File: config.mk
export PLATFORM = sky130hd
export DESIGN_NAME = pingpang_unpack
export DESIGN_NICKNAME = d
export VERILOG_FILES = /design/src/rtl/pingpang_unpack.sv
export SDC_FILE = /design/constraint.sdc
export NUM_CORES = 1
export LEC_CHECK = 0
export ABC_AREA = 1
export CAP_MARGIN = 30
export CORE_MARGIN = 2
export CORE_UTILIZATION = 50
export DETAILED_ROUTE_END_ITERATION = 6
export GPL_TIMING_DRIVEN = 1
export PLACE_DENSITY = 0.86
export RECOVER_POWER = 25
export SYNTH_ARGS = -nofsm -noshare
export SYNTH_HDL_FRONTEND = slang
export SYNTH_SLANG_ARGS = --single-unit
File: constraint.sdc
create_clock -name clk -period 1.9 [get_ports clk]
set_input_delay 0.475 -clock clk [delete_from_list [all_inputs] [get_ports clk]]
set_output_delay 0.475 -clock clk [all_outputs]
set_load 0.03 [all_outputs]
File: src/rtl/pingpang_unpack.sv
// Ping-pong frame receiver: packs a single word stream into two frame banks
// and drains ping frames to channel A and pong frames to channel B, strictly alternating.
module pingpang_unpack #(
   parameter int DW = 16,
   parameter int DEPTH = 4,
   localparam int AW = $clog2(DEPTH)
) (
   input  logic          clk,
   input  logic          rst,
   input  logic [DW-1:0] data_in,
   input  logic          in_valid,
   output logic          in_ready,
   output logic [DW-1:0] data_out_a,
   output logic          out_valid_a,
   input  logic          out_ready_a,
   output logic [DW-1:0] data_out_b,
   output logic          out_valid_b,
   input  logic          out_ready_b,
   output logic [7:0]    frame_cnt_a,
   output logic [7:0]    frame_cnt_b
);

   typedef enum logic {RD_PING = 1'b0, RD_PONG = 1'b1} rd_state_t;

   logic [DW-1:0] mem0_r [DEPTH];
   logic [DW-1:0] mem1_r [DEPTH];
   logic [1:0]    full_r;
   logic          wr_bank_r;
   logic [AW-1:0] wr_ptr_r;
   logic [AW-1:0] rd_ptr_r;
   rd_state_t     state_r;
   logic [7:0]    frame_cnt_a_r;
   logic [7:0]    frame_cnt_b_r;

   logic          wr_acc_s;
   logic          wr_last_s;
   logic          rd_acc_s;
   logic          rd_last_s;
   logic [DW-1:0] rd_word_s;
   logic [1:0]    full_set_s;
   logic [1:0]    full_clr_s;
   logic [1:0]    full_nxt_s;

   // Handshakes, output views of the registered state, and next-state of the bank flags.
   always_comb begin
      in_ready    = !rst && !full_r[wr_bank_r];
      wr_acc_s    = in_valid && in_ready;
      wr_last_s   = (wr_ptr_r == AW'(DEPTH - 1));
      out_valid_a = full_r[0] && (state_r == RD_PING);
      out_valid_b = full_r[1] && (state_r == RD_PONG);
      rd_acc_s    = (out_valid_a && out_ready_a) || (out_valid_b && out_ready_b);
      rd_last_s   = (rd_ptr_r == AW'(DEPTH - 1));
      rd_word_s   = (state_r == RD_PONG) ? mem1_r[rd_ptr_r] : mem0_r[rd_ptr_r];
      data_out_a  = out_valid_a ? rd_word_s : {DW{1'b0}};
      data_out_b  = out_valid_b ? rd_word_s : {DW{1'b0}};
      // A bank cannot be set and cleared at once: set needs it empty, clear needs it full.
      full_set_s  = (wr_acc_s && wr_last_s) ? (wr_bank_r ? 2'b10 : 2'b01) : 2'b00;
      full_clr_s  = (rd_acc_s && rd_last_s) ? ((state_r == RD_PONG) ? 2'b10 : 2'b01) : 2'b00;
      full_nxt_s  = (full_r | full_set_s) & ~full_clr_s;
      frame_cnt_a = frame_cnt_a_r;
      frame_cnt_b = frame_cnt_b_r;
   end

   // Frame storage; contents are don't-care after reset.
   always_ff @(posedge clk) begin
      if (wr_acc_s) begin
         if (wr_bank_r) begin
            mem1_r[wr_ptr_r] <= data_in;
         end else begin
            mem0_r[wr_ptr_r] <= data_in;
         end
      end
   end

   // Write pointer/bank, read FSM, bank flags and frame counters.
   always_ff @(posedge clk) begin
      if (rst) begin
         full_r        <= 2'b00;
         wr_bank_r     <= 1'b0;
         wr_ptr_r      <= {AW{1'b0}};
         rd_ptr_r      <= {AW{1'b0}};
         state_r       <= RD_PING;
         frame_cnt_a_r <= 8'd0;
         frame_cnt_b_r <= 8'd0;
      end else begin
         full_r <= full_nxt_s;
         if (wr_acc_s) begin
            if (wr_last_s) begin
               wr_ptr_r  <= {AW{1'b0}};
               wr_bank_r <= ~wr_bank_r;
            end else begin
               wr_ptr_r  <= wr_ptr_r + AW'(1);
            end
         end
         if (rd_acc_s) begin
            if (rd_last_s) begin
               rd_ptr_r <= {AW{1'b0}};
               if (state_r == RD_PING) begin
                  frame_cnt_a_r <= frame_cnt_a_r + 8'd1;
                  state_r       <= RD_PONG;
               end else begin
                  frame_cnt_b_r <= frame_cnt_b_r + 8'd1;
                  state_r       <= RD_PING;
               end
            end else begin
               rd_ptr_r <= rd_ptr_r + AW'(1);
            end
         end
      end
   end

endmodule

### Word level (Yosys, flattened, before mapping)

Memory sizes are Yosys's and may differ from the RTL's. A register that Yosys moved wholly into a read port is not among the register bits.
Index checks and enable logic that the tools add are counted.

| storage, ports and cells | value |
|---|---|
| register bits after elaboration | 24 |
| bits in writable memories | 128 |
| input port bits | 21 |
| output and inout bits | 51 |
| word-level logic and storage cells | 58 |
| memories kept | 2 |

Memories:

| memory | depth | bits a word | rd ports | clocked after memory_dff | write ports | line | RTL |
|---|---|---|---|---|---|---|---|
| mem0_r | 4 | 16 | 1 | 1 | 1 | 25 | `logic [DW-1:0] mem0_r [DEPTH];` |
| mem1_r | 4 | 16 | 1 | 1 | 1 | 26 | `logic [DW-1:0] mem1_r [DEPTH];` |

| operators by class | value |
|---|---|
| add/sub/neg operators | 4 |
| magnitude comparators | 1 |
| eq/ne operators | 2 |
| muxes and demuxes | 22 |
| bitwise gates (word level) | 5 |
| reduce and logical (&&, ||, !) cells | 15 |

Operators by type and width:

| cell | count |
|---|---|
| two-way mux 16 bit | 3 |
| two-way mux 2 bit | 10 |
| adder 8 x 1 -> 8 bit, second input constant | 2 |
| two-way mux 1 bit | 9 |
| logical AND 1 bit | 8 |
| AND reduction 3 bit | 2 |
| adder 2 x 1 -> 2 bit, second input constant | 2 |
| equality test 2 bit, second input constant | 2 |
| AND reduction 2 bit | 2 |
| bitwise AND 2 bit | 1 |
| zero test 1 bit | 2 |
| less-than comparator 1 x 2 -> 1 bit, second input constant | 1 |
| NOT 1 bit | 2 |
| NOT 2 bit | 1 |
| OR 2 bit | 1 |
| logical OR 1 bit | 1 |

### Longest topological paths before layout

| depth | value |
|---|---|
| depth in word-level cells | 9 |
| gate-level depth with buffers | 8 |
| depth with buffers taken out | 8 |

### Worst setup path after synthesis

OpenSTA, ideal clock, no wires.

| path | value |
|---|---|
| kind | register -> output |
| start | register state_r |
| end | output port data_out_a[10] |
| data arrival time | 1771 ps |
| data required time | 1425 ps |
| slack | -346 ps |
| cell stages (with the launch flop) | 5 |
| buffers on the path | 1 |
| path through | dfxtp_1 -> nor2_1 -> inv_1 -> clkbuf_1 -> a21oi_1 |

| between the ends | value |
|---|---|
| word-level cells in the longest chain between the ends | 3 |
| elaborated cells on any way between the ends | 4 |
| classes of those cells | mux (2); bitwise (1); reduce/logical (1) |

RTL lines:

| what | line | RTL |
|---|---|---|
| start: declaration | 31 | `rd_state_t state_r;` |
| start signal: assignment | 82 | `state_r <= RD_PING;` |
| start signal: assignment | 100 | `state_r <= RD_PONG;` |
| start signal: assignment | 103 | `state_r <= RD_PING;` |
| NOT 1 bit | -- |  |
| logical AND 1 bit | 49 | `out_valid_a = full_r[0] && (state_r == RD_PING);` |
| via out_valid_a | 14 | `output logic out_valid_a,` |
| two-way mux 16 bit | 54 | `data_out_a = out_valid_a ? rd_word_s : {DW{1'b0}};` |
| end: declaration | 13 | `output logic [DW-1:0] data_out_a,` |

The timed path passes the listed nets, and every way through them passes these cells.

==> metrics.cfg <==
[status]
status = finished, violations left
violations = setup timing

[setup_path]
r2r_cells = 7
cp_common_cell = nor2_1
crit_chain = buf_4 > clkbuf_16 > nor2_1 > nor2_1 > o21ai_2 > a21oi_4 > buf_6
rr_startpoint = wr_bank_r
setup.worst_path.class = flip-flop to output pin
crit_slowest_cell = dfxtp_4
reg2reg_to = mem0_r[1][9]
required_ns = 1.42
crit_fanout = 6
cp-end-kind = output pin
cpLargestDelayFamily = buffers and inverters
max_stage_delay_ns = 0.43
start_kind = flip-flop
cp_num_buf_inv = 3
cp_data_arrival_time_ns = 1.73
ff2ff_setup_slack_ns = 0.17

[clocking]
cts_sinks = 154
cts-root-buf = clkbuf_16
clkTransAtPathRegs_ns = 0.06
postCtsHoldBufs = 0
cts_max_level = 4
clock_latency_ns = 0.43
cts_buffer_depth = 2
cts_tree = built
cts_buffers = 17

[sta]
worst_clock_skew_ns = 0.00531
finalSetupViolCount = 32
hold_viol = 0
maxSlewViolCount = 0
relSlewSlack_pct = 73.6
fin_crit_ns = 2.21
fin_crit_sh_pct = 116
max_freq_ghz = 0.453
tightest_slew_ns = 0.394
rsz0062_at_grt = yes
finalWorstSetupSlack_ns = -0.305

[drt]
via_per_inst = 5.62
drt_iter0_drc = 609
vias = 4719
drtAntennaViolNets = 0
drt_wl_total_um = 16600
drc = 0
drtPass1Iterations = 5
wire_per_inst_um = 19.8

[global_routing]
grtUsageTotal_pct = 25.7
grt_overflow = 0
grt_pass1_vias = 4701
antenna_found_initial = 0
grt_pass1_wl_um = 25200
grt_max_degree = 33

[layout]
layout_commonest_cell = nor2_1
final_cell_area_um2 = 8500
nFillCells = 750
antenna_cells = 0
area_growth_pct = 37.2
final_cell_mix = 136 x nor2_1, 128 x edfxtp_1, 48 x o21ai_1
final_nets = 686
drive_above_1_share_pct = 27.7

[logic_synthesis]
synth.cell_area_um2 = 6190
yosysTopAreaCell = edfxtp_1
ys_seq_area_share_pct = 70.5
yosysUniqueCellTypes = 25
synthCells = 556
synthTopCellsByArea = edfxtp_1 62%, nor2_1 9.5%, dfxtp_1 8.4%, o21ai_0 6.0%, a21oi_1 4.0%
avgSynthCellArea_um2 = 11.1
yosysTopAreaCellShare_pct = 62.1
syn_nets = 584
ys_ff_latch = 154
yosys_warnings = 0

[min_path]
hp-class = flip-flop to flip-flop
hold_path_end = frame_cnt_b[4]
hp-start = frame_cnt_b[4]
hold_depth = 2

[job]
maxCapViolations = 0

[placed_design]
hpwl_um = 9080
io_buffers = 71
place_area_um2 = 7410
globalplace.congestion = 0.793
preCtsSetupSlack_ns = -0.244

[power]
peakVddDrop_mv = 0.639
p_leak_nw = 3.07
power-per-cell-area_nw_per_um2 = 869
p_total_mw = 7.38

[floorplanning]
die_w_um = 115
core_um2 = 12100
start_util_pct = 51.3
die_h_um = 115
rows = 40
num_io_pins = 72
fp.dieArea_um2 = 13300

## metrics by stage
step / hold slack (ns) / cells / TNS [ns] / utilization (%)
final: 0.509 / 839 / -7.87 / 70.4
after global routing: 0.540 / 839 / -9.76 / 70.4
after CTS: 0.506 / 835 / -7.60 / 69.1
after detailed placement: 0.500 / 795 / -21.42 / 61.5
after global placement: 0.485 / 795 / -14.59 / 61.5
after floorplan: 0.476 / 556 / -9.55 / -
## state kept, by name, summed over array words and instances, names as in the netlist, named ones only
signal,flops
mem1_r,64
state_r,1
mem0_r,64
wr_ptr_r,2
wr_bank_r,1
full_r,2
frame_cnt_b,8
frame_cnt_a,8
rd_ptr_r,2
## tightest hold or removal path: stages, from the launching register on
cell     delay, ns
dfxtp_1       0.34
o21ai_0       0.09
inv_1         0.05
## worst max path at each step
stage / cells past startpoint / slack [ns] / from / to
6_report: 7 / -0.31 / flip-flop / data_out_a[12]
5_1_grt: 6 / -0.34 / flip-flop / data_out_b[5]
4_1_cts: 7 / -0.28 / flip-flop / data_out_b[10]
3_5_place_dp: 7 / -0.24 / rst / mem0_r[1][6]
3_3_place_gp: 7 / -0.19 / rst / mem0_r[1][9]
2_1_floorplan: 5 / -0.1 / rst / mem1_r[0][0]
## where the power goes
| group | switching (mW) | leakage (nW) | internal, mW | total [mW] |
|---|---|---|---|---|
| clock network | 1.38 | 0.291 | 2.06 | 3.44 |
| logic | 0.147 | 1.41 | 0.0864 | 0.234 |
| registers | 0.0155 | 1.37 | 3.69 | 3.70 |
## layout make-up
class | count | area [um^2] | area share [%]
clock inverter | 15 | 176 | 2.08
clock buffer | 17 | 425 | 5.01
inverter | 23 | 97.6 | 1.15
sequential | 154 | 4380 | 51.5
multi-input combinational | 355 | 1930 | 22.7
tap | 168 | 210 | 2.47
timing repair buffer | 107 | 1280 | 15.0
## Yosys cell counts
library cell / count
o21ai_0: 74
nand2_2: 3
a31oi_1: 1
nor2_4: 2
o21a_1: 1
nand3_1: 4
dfxtp_1: 26
nor2_1: 157
nor2_2: 1
nand3b_1: 2
ha_1: 7
nand2_1: 41
xnor2_1: 1
nor3_1: 2
clkinv_1: 1
a21oi_1: 49
buf_1: 2
edfxtp_1: 128
nand4_1: 3
nand3_2: 3
inv_1: 22
o21ai_1: 1
clkbuf_1: 15
xor2_1: 3
buf_2: 7
## per-layer routing
layer | track usage [%] | vias to the layer above | routed length (um)
met5 | 0 | - | 0
met1 | 31.6 | 2301 | 6450
li1 | - | 2132 | -
met3 | 5.69 | 33 | 1110
met2 | 43.7 | 253 | 8610
met4 | 11.8 | 0 | 401
## cells by family after synthesis
group / share of synthesized area (%)
and+or+nand+nor: 14.3
DFF: 70.5
AOI/OAI and AO/OA: 10.2
buffers and inverters: 2.99
adders and majority gates: 1.41
xor gates and xnor gates: 0.566
## repair_timing
| item | CTS | global route |
|---|---|---|
| setup endpoints to repair | 50 | 32 |
| resized for setup | 127 | 41 |
| hold endpoints to repair | 0 | 0 |
| gates cloned | 4 | 3 |
| pin swaps | 13 | 14 |
| setup buffers | 4 | 2 |
Power figures use the tool's default switching activity.
